[src/rtl/toy_fetch_queue.sv]
// Toy CPU instruction-fetch front end: one-outstanding memory read FSM feeding
// a show-ahead FIFO of {pc, word} entries, flushed by core redirects.
module toy_fetch_queue #(
   parameter int          DEPTH    = 4,
   parameter logic [11:0] RESET_PC = 12'h010
) (
   input  logic        clk,
   input  logic        reset,
   input  logic        redirect_valid,
   input  logic [11:0] redirect_pc,
   input  logic        halt,
   output logic        mem_req,
   output logic [11:0] mem_addr,
   input  logic        mem_ack,
   input  logic [15:0] mem_rdata,
   output logic        ins_valid,
   output logic [15:0] ins_data,
   output logic [11:0] ins_pc,
   input  logic        ins_ready
);

   localparam int AW = (DEPTH > 1) ? $clog2(DEPTH) : 1;
   localparam int CW = AW + 1;
   localparam logic [CW-1:0] DEPTH_C = CW'(DEPTH);

   typedef enum logic [1:0] {
      IDLE    = 2'd0,
      REQ     = 2'd1,
      DISCARD = 2'd2
   } state_t;

   state_t        state_r;
   logic [11:0]   fetch_pc_r;
   logic [15:0]   data_mem_r [DEPTH];
   logic [11:0]   pc_mem_r   [DEPTH];
   logic [AW-1:0] rd_ptr_r;
   logic [AW-1:0] wr_ptr_r;
   logic [CW-1:0] count_r;

   logic          push_s;
   logic          pop_s;
   logic          issue_s;
   logic [CW-1:0] remain_s;
   logic [CW-1:0] count_nxt_s;
   logic [AW-1:0] rd_ptr_nxt_s;
   logic [AW-1:0] wr_ptr_nxt_s;
   logic          head_load_s;
   logic [15:0]   head_data_s;
   logic [11:0]   head_pc_s;

   // FIFO bookkeeping and next head; a redirect overrides both push and pop.
   always_comb begin
      pop_s        = (count_r != {CW{1'b0}}) && ins_ready;
      push_s       = (state_r == REQ) && mem_ack && !redirect_valid;
      issue_s      = (state_r == IDLE) && !halt && !redirect_valid && (count_r < DEPTH_C);
      remain_s     = count_r - CW'(pop_s);
      count_nxt_s  = {CW{1'b0}};
      rd_ptr_nxt_s = {AW{1'b0}};
      wr_ptr_nxt_s = {AW{1'b0}};
      head_load_s  = 1'b0;
      head_data_s  = ins_data;
      head_pc_s    = ins_pc;
      if (redirect_valid) begin
         count_nxt_s  = {CW{1'b0}};
         rd_ptr_nxt_s = {AW{1'b0}};
         wr_ptr_nxt_s = {AW{1'b0}};
      end else begin
         count_nxt_s  = remain_s + CW'(push_s);
         rd_ptr_nxt_s = rd_ptr_r + AW'(pop_s);
         wr_ptr_nxt_s = wr_ptr_r + AW'(push_s);
         // An older entry outranks the word arriving this cycle for the head.
         if (remain_s != {CW{1'b0}}) begin
            head_load_s = 1'b1;
            head_data_s = data_mem_r[rd_ptr_nxt_s];
            head_pc_s   = pc_mem_r[rd_ptr_nxt_s];
         end else if (push_s) begin
            head_load_s = 1'b1;
            head_data_s = mem_rdata;
            head_pc_s   = fetch_pc_r;
         end else begin
            head_load_s = 1'b0;
         end
      end
   end

   // FIFO storage and pointers.
   always_ff @(posedge clk or negedge reset) begin
      if (!reset) begin
         rd_ptr_r <= {AW{1'b0}};
         wr_ptr_r <= {AW{1'b0}};
         count_r  <= {CW{1'b0}};
         for (int i = 0; i < DEPTH; i++) begin
            data_mem_r[i] <= 16'h0000;
            pc_mem_r[i]   <= 12'h000;
         end
      end else begin
         if (push_s) begin
            data_mem_r[wr_ptr_r] <= mem_rdata;
            pc_mem_r[wr_ptr_r]   <= fetch_pc_r;
         end
         rd_ptr_r <= rd_ptr_nxt_s;
         wr_ptr_r <= wr_ptr_nxt_s;
         count_r  <= count_nxt_s;
      end
   end

   // Fetch FSM with registered memory and instruction outputs.
   always_ff @(posedge clk or negedge reset) begin
      if (!reset) begin
         state_r    <= IDLE;
         fetch_pc_r <= RESET_PC;
         mem_req    <= 1'b0;
         mem_addr   <= 12'h000;
         ins_valid  <= 1'b0;
         ins_data   <= 16'h0000;
         ins_pc     <= 12'h000;
      end else begin
         ins_valid <= (count_nxt_s != {CW{1'b0}});
         if (head_load_s) begin
            ins_data <= head_data_s;
            ins_pc   <= head_pc_s;
         end
         case (state_r)
            IDLE: begin
               if (redirect_valid) begin
                  fetch_pc_r <= redirect_pc;
               end else if (issue_s) begin
                  state_r  <= REQ;
                  mem_req  <= 1'b1;
                  mem_addr <= fetch_pc_r;
               end
            end
            REQ: begin
               if (mem_ack) begin
                  state_r    <= IDLE;
                  mem_req    <= 1'b0;
                  fetch_pc_r <= redirect_valid ? redirect_pc : (fetch_pc_r + 12'd1);
               end else if (redirect_valid) begin
                  // The pending handshake must still finish; its data is dropped.
                  state_r    <= DISCARD;
                  fetch_pc_r <= redirect_pc;
               end
            end
            DISCARD: begin
               if (redirect_valid) begin
                  fetch_pc_r <= redirect_pc;
               end
               if (mem_ack) begin
                  state_r <= IDLE;
                  mem_req <= 1'b0;
               end
            end
            default: begin
               state_r <= IDLE;
               mem_req <= 1'b0;
            end
         endcase
      end
   end

endmodule

[config.mk]
export PLATFORM = sky130hd
export DESIGN_NAME = toy_fetch_queue
export DESIGN_NICKNAME = d
export VERILOG_FILES = /design/src/rtl/toy_fetch_queue.sv
export SDC_FILE = /design/constraint.sdc
export NUM_CORES = 1
export LEC_CHECK = 0
export ABC_CLOCK_PERIOD_IN_PS = 2500
export CORE_AREA = 2 2 128 130
export CTS_CLUSTER_SIZE = 20
export DETAILED_ROUTE_END_ITERATION = 8
export DIE_AREA = 0 0 130 132
export GPL_TIMING_DRIVEN = 0
export PLACE_DENSITY = 0.75
export SYNTH_ARGS = -nofsm -noshare
export SYNTH_HDL_FRONTEND = slang
export SYNTH_SLANG_ARGS = --single-unit
[constraint.sdc]
create_clock -name clk -period 2.5 [get_ports clk]
set_clock_uncertainty 0.2 [all_clocks]
set_input_delay 0.5 -clock clk [delete_from_list [all_inputs] [get_ports clk]]
set_output_delay 0.5 -clock clk [all_outputs]
set_load 0.02 [all_outputs]
==> results of run 1 <==
## power groups by stage
stage | registers (mW) | logic [mW] | clock network, mW
3_5_place_dp | 4.28 | 6.33 | 0
3_3_place_gp | 4.23 | 6.15 | 0
6_report | 4.26 | 7.65 | 2.61
2_1_floorplan | 4.57 | 3.92 | 0
5_1_grt | 4.36 | 8.21 | 2.77
4_1_cts | 4.23 | 6.73 | 2.63
## placed cells by master, fill, tap and decap left out, drive strengths merged, types with 11 or more instances in the layout
| cell | instances |
|---|---|
| a2bb2oi | 28 |
| a21oi | 35 |
| nand2 | 37 |
| clkdlybuf4s50 | 74 |
| dfrtp | 174 |
| nor2 | 12 |
| buf | 40 |
| inv | 18 |
| a22oi | 11 |
| mux4 | 28 |
| ha | 12 |
| mux2 | 125 |
| clkbuf | 37 |
## cells by family after synthesis
logic type      count (synthesis)  synth area share [%]
compound gates                 92                  8.15
xor+xnor                        4                 0.529
fa+ha+maj                      12                  1.87
buf+inv                        56                  3.30
flops                         175                  54.4
mux                           157                  25.8
simple gates                   89                  5.91
## per-stage QoR
stage	setup TNS (ns)	util [%]	hold slack [ns]	std cells	instance area [um^2]
3_3_place_gp	-1098.27	57.7	0.268	876	9070
6_report	-0.0136	64.3	0.297	923	10100
3_5_place_dp	-59.91	57.9	0.284	877	9100
4_1_cts	0	62.5	0.300	920	9810
2_1_floorplan	0	-	0.00441	585	8050
5_1_grt	-1.89	64.3	0.322	923	10100
## worst max-delay path by stage
| stage | slack, ns | depth (start not counted) | from | to |
|---|---|---|---|---|
| 4_1_cts | 0.001 | 10 | count_r[0] | ins_pc[7] |
| 3_5_place_dp | -0.84 | 10 | ins_ready | ins_pc[7] |
| 6_report | -0.007 | 10 | count_r[1] | ins_data[11] |
| 2_1_floorplan | 0.03 | 9 | count_r[2] | ins_pc[7] |
| 5_1_grt | -0.09 | 9 | count_r[1] | ins_data[11] |
| 3_3_place_gp | -6.01 | 1 | reset | data_mem_r[25] |
## critical path, stage by stage, from the launching register on
cell and delay [ns]:
dfrtp_1 0.39, o31a_1 0.34, ha_2 0.21, ha_4 0.18
xor2_4 0.20, buf_6 0.13, a211oi_4 0.20, buf_6 0.20
buf_8 0.15, a21oi_1 0.05, a2bb2oi_1 0.16
## flip-flops by register name (all words and copies together), names as in the netlist
name and cells:
ins_data 16, state_r 2, ins_valid 1, fetch_pc_r 12, count_r 3, mem_req 1, pc_mem_r 48, data_mem_r 64
rd_ptr_r 2, mem_addr 12, wr_ptr_r 2, ins_pc 12
## timing repair
item | in CTS | in global routing
setup endpoints to repair | 57 | 55
buffers inserted | 11 | 1
hold buffers | 1 | 0
pin swaps | 4 | 15
resized for setup | 19 | 47
hold endpoints to repair | 70 | 0
gates cloned | 0 | 2
## per-layer routing
metal / GRT usage [%] / part of all wire [%] / vias up
met1: 30.0 / 43 / 2794
met2: 37.6 / 52 / 137
met3: 4.06 / 3.6 / 21
met5: 0 / 0 / -
met4: 9.08 / 1.9 / 0
li1: - / - / 2376
## cell type report
class / instances / area share [%]
clock inverters: 15 / 1.49
plain buffers: 44 / 2.95
inverters: 11 / 0.409
well taps: 216 / 2.68
multi-input cells: 354 / 35.5
repair buffers: 91 / 9.36
flip-flops and latches: 175 / 43.4
clock buffers: 17 / 4.21
==> impl_metrics.yaml, run 1 <==
clock_tree:
  clock-sinks: 175
  cts_tree: "yes"
  cts_buffers: 17
  clkTransAtPathRegs_ns: 0.07
  worstSkewPairLatency_ns: 0.43
  htree_levels: 4
  cts.path.max_buffers: 2
  cts_root_buf: "clkbuf_16"
logic_synthesis:
  synthTopCellsByCount: "174 x dfrtp_1, 119 x mux2_2, 37 x nand2_1"
  synth_top_area_share_pct: 54.1
  synth_edf_count: 0
  syn_area_um2: 8050
  synth_top_cell_by_area: "dfrtp_1"
  yosysMostFrequentCell: "dfrtp_1"
  synth_fp_nets: 631
  async_reset_ff_share_pct: 100
  ys.flop_type: "dfrtp_1"
  ys_types: 53
  synth-seq-cells: 175
  synth.area.top_cells: "dfrtp_1 54%, mux2_2 17%, mux4_2 7.8%, a2bb2oi_1 3.0%, a21oi_1 2.2%"
  synthCells: 585
  ys_seq_area_share_pct: 54.4
  avgSynthCellArea_um2: 13.8
  yosys_warnings: 0
worst_setup_path:
  cp.arrival_ns: 2.65
  crit_path_end_kind: "flip-flop"
  worstSetupPathType: "reg -> reg"
  r2r-start: "count_r[1]"
  ff2ff_path_depth: 10
  cp_max_fo: 6
  rrSetupSlack_ns: -0.007
  r2r_end: "ins_data[11]"
  crit_required_ns: 2.65
  cp-start-kind: "flip-flop"
timing:
  fin_crit_ns: 2.51
  worst_slew_pin_slew_ns: 0.659
  finalCritPeriodShare_pct: 100
  slew_violations: 0
  setup_slack_ns: -0.00691
  relSlewSlack_pct: 55.9
  rsz0062_at_grt: "yes"
  hold_violations: 0
  finalSetupViolations: 3
  fmax_mhz: 399
placement:
  post-place-ws_ns: -0.841
  port_buffers: 75
  place_congestion: 0.824
  hpwl_um: 12000
finish:
  area_growth_pct: 25.5
  diodes: 0
  fin_nets: 740
  seq_area_um2: 4380
  multi_input_area_um2: 3590
  nFillCells: 1149
  drive_gt1_share_pct: 36.9
drt:
  via_per_inst: 5.77
  drt_iter0_markers: 392
  wirelength_um: 18800
  antenna_left: 0
  routedWlPerCell_um: 20.4
  drc: 0
  num_vias: 5328
  drtPass1Iterations: 4
status:
  violations: "setup timing"
  status: "complete, but fails checks"
grt:
  grt_max_degree: 105
  grt_pass1_wl_um: 29900
  grt_util_all_layers_pct: 22.8
  grt_pass1_vias: 5672
  overflow: 0
  antenna_found_initial: 0
power:
  sw_frac_of_total_pct: 38.4
  pwr-share-clk_pct: 18.0
  power_density_nw_per_um2: 1440
  power_frac_seq_pct: 29.3
  p_comb_share_pct: 52.7
  p_int_mw: 8.95
  p_total_mw: 14.5
  p_leak_nw: 4.45
  switchingPower_mw: 5.57
  irDropWorstVdd_mv: 0.796
floorplanning:
  initial_utilization_pct: 51.2
  rows: 46
  dieArea_um2: 17200
  die_w_um: 130
  io_pins: 76
  die_y_um: 132
  core_area_um2: 15700
run:
  cap_viol_max_count: 0
min_path:
  min_path_type: "reg -> reg"
  whs_endpoint: "data_mem_r[14]"
  min_from: "data_mem_r[14]"
  whs_path_depth: 1
No activity file was read; power rests on OpenSTA's default activity.
==> run 2: changes to the inputs <==
- CTS_CLUSTER_DIAMETER: default -> 150
==> results of run 2 <==
The final DEF is identical to that of run 1; final timing and power are the same.
==> run 3: changes to the inputs <==
- ABC_CLOCK_PERIOD_IN_PS: 2500 -> 3100
- CORE_AREA: 2 2 128 130 -> 2 2 123 125
- DIE_AREA: 0 0 130 132 -> 0 0 125 127
- PLACE_DENSITY: 0.75 -> 0.78
- clock period: 2.5 -> 3.1 ns (I/O delays scaled with it)
==> run 3 against run 2 <==
Net effect: the flow now finishes without violations; via count increased by 0.19%; non-clock buffer count is 13 lower; final cell count decreased by 5.0%; die area down 7.5%; wire length shrank 2.2%; critical path type is now in -> reg; largest cell class unchanged; highest routed layer unchanged.
==> impl_metrics.yaml, run 3 (synthesis results as in run 1) <==
status:
  status: "complete, no violations"
worst_setup_path:
  cp.arrival_ns: 3.04
  crit_path_end_kind: "flip-flop"
  r2r_end: "ins_data[12]"
  worstSetupPathType: "in -> reg"
  cp-start-kind: "input port"
  r2r-start: "count_r[2]"
  cp_max_fo: 10
  rrSetupSlack_ns: 0.23
  crit_required_ns: 3.25
  ff2ff_path_depth: 9
placement:
  hpwl_um: 11700
  place_inst: 845
  port_buffers: 75
  place_congestion: 0.902
  place_area_um2: 9060
floorplanning:
  dieArea_um2: 15900
  die_y_um: 127
  initial_utilization_pct: 55.8
  core_area_um2: 14400
  io_pins: 76
  rows: 44
  die_w_um: 125
clock_tree:
  clkTransAtPathRegs_ns: 0.07
  cts.path.max_buffers: 2
  post_cts_buffers: 0
  cts_buffers: 17
  htree_levels: 4
  cts_tree: "yes"
  cts_root_buf: "clkbuf_16"
  clock-sinks: 175
  worstSkewPairLatency_ns: 0.44
grt:
  antenna_found_initial: 0
  grt_max_degree: 135
  grt_util_all_layers_pct: 24.5
  grt_pass1_vias: 5722
  grt_pass1_wl_um: 30200
  overflow: 0
run:
  cap_viol_max_count: 0
power:
  power_density_nw_per_um2: 1120
  p_total_mw: 10.8
  irDropWorstVdd_mv: 0.537
  p_leak_nw: 4.35
finish:
  nFillCells: 1031
  area_growth_pct: 20.5
  seq_area_um2: 4380
  diodes: 0
  fin_cells: 877
  drive_gt1_share_pct: 31.5
  largest_register_ffs: 64
  final_common_cell: "dfrtp_1"
  multi_input_area_um2: 3400
  fin_nets: 727
  finalInstanceArea_um2: 9700
  regMostFlops: "data_mem_r"
  layout_common_cells: "174 x dfrtp_1, 119 x mux2_2, 74 x clkdlybuf4s50_1"
  reg_top3: "data_mem_r: 64 flops, pc_mem_r: 48 flops, ins_data: 16 flops"
min_path:
  min_path_type: "reg -> reg"
  whs_endpoint: "pc_mem_r[9]"
  whs_path_depth: 1
  min_from: "pc_mem_r[9]"
timing:
  finalSetupViolations: 0
  rsz0062_at_grt: "no"
  hold_violations: 0
  relSlewSlack_pct: 43.8
  fin_tns_setup_ns: 0
  holdWs_ns: 0.291
  finalCritPeriodShare_pct: 93.0
  fmax_mhz: 347
  slew_violations: 0
  worst_slew_pin_slew_ns: 0.843
  fin_crit_ns: 2.88
drt:
  wirelength_um: 18400
  num_vias: 5338
  drt_iter0_markers: 450
  routedWlPerCell_um: 21.0
  drc: 0
  antenna_left: 0
  via_per_inst: 6.09
  drtPass1Iterations: 5
run 3: cell count changes in the layout (fill, tap and decap cells not counted), moves of 3 or more:
cell,change
a21oi_2,-9
a21oi_4,-3
buf_6,-5
buf_2,+10
a2bb2oi_1,+13
clkbuf_8,+3
inv_8,-3
buf_4,-14
a21oi_1,+12
a2bb2oi_2,-13
run 3: layer usage:
metal  part of all wire (%)  routed length, um  track usage [%]
met1                     43               7890             32.7
met2                     51               9390             40.3
met3                    4.2                772             4.98
met4                    1.9                350             9.15
met5                      0                  0                0
run 3: worst max-delay path by stage:
stage,from,endpoint,slack [ns]
2_1_floorplan,ins_ready,ins_pc[7],0.61
3_3_place_gp,reset,data_mem_r[22],-5.49
3_5_place_dp,ins_ready,ins_data[12],-0.34
4_1_cts,count_r[2],ins_data[12],0.06
5_1_grt,ins_ready,ins_pc[6],0.07
6_report,ins_ready,ins_pc[7],0.22
run 3: critical path, cell delays in order:
cell	delay (ns)
clkdlybuf4s50_1	0.46
o31a_1	0.20
ha_1	0.18
ha_1	0.18
xor2_2	0.29
nor2_1	0.14
o21ai_4	0.38
buf_2	0.37
a2bb2oi_1	0.20
run 3: layout make-up:
class,count,area share (%)
Sequential cell,175,45.2
Multi-Input combinational cell,354,35.1
Timing Repair Buffer,77,8.18
Clock buffer,20,4.81
Tap cell,184,2.37
Buffer,45,2.34
Clock inverter,11,1.61
Inverter,11,0.426
run 3: what timing repair did:
action,4_1_cts,5_1_grt
hold buffers,1,0
endpoints found under the hold margin,40,0
setup endpoints to repair,0,20
resized for setup,0,3
run 3: metrics by stage:
step,setup slack (ns),utilization [%]
after global placement,-5.49,62.6
after floorplan,0.614,-
final,0.217,67.2
after CTS,0.0620,67.2
after global routing,0.0698,67.2
after detailed placement,-0.343,62.8
run 3: power breakdown:
| part | internal, mW | switching [mW] | total (mW) |
|---|---|---|---|
| registers | 3.02 | 0.415 | 3.43 |
| logic | 2.39 | 2.75 | 5.14 |
| clock network | 1.34 | 0.915 | 2.25 |
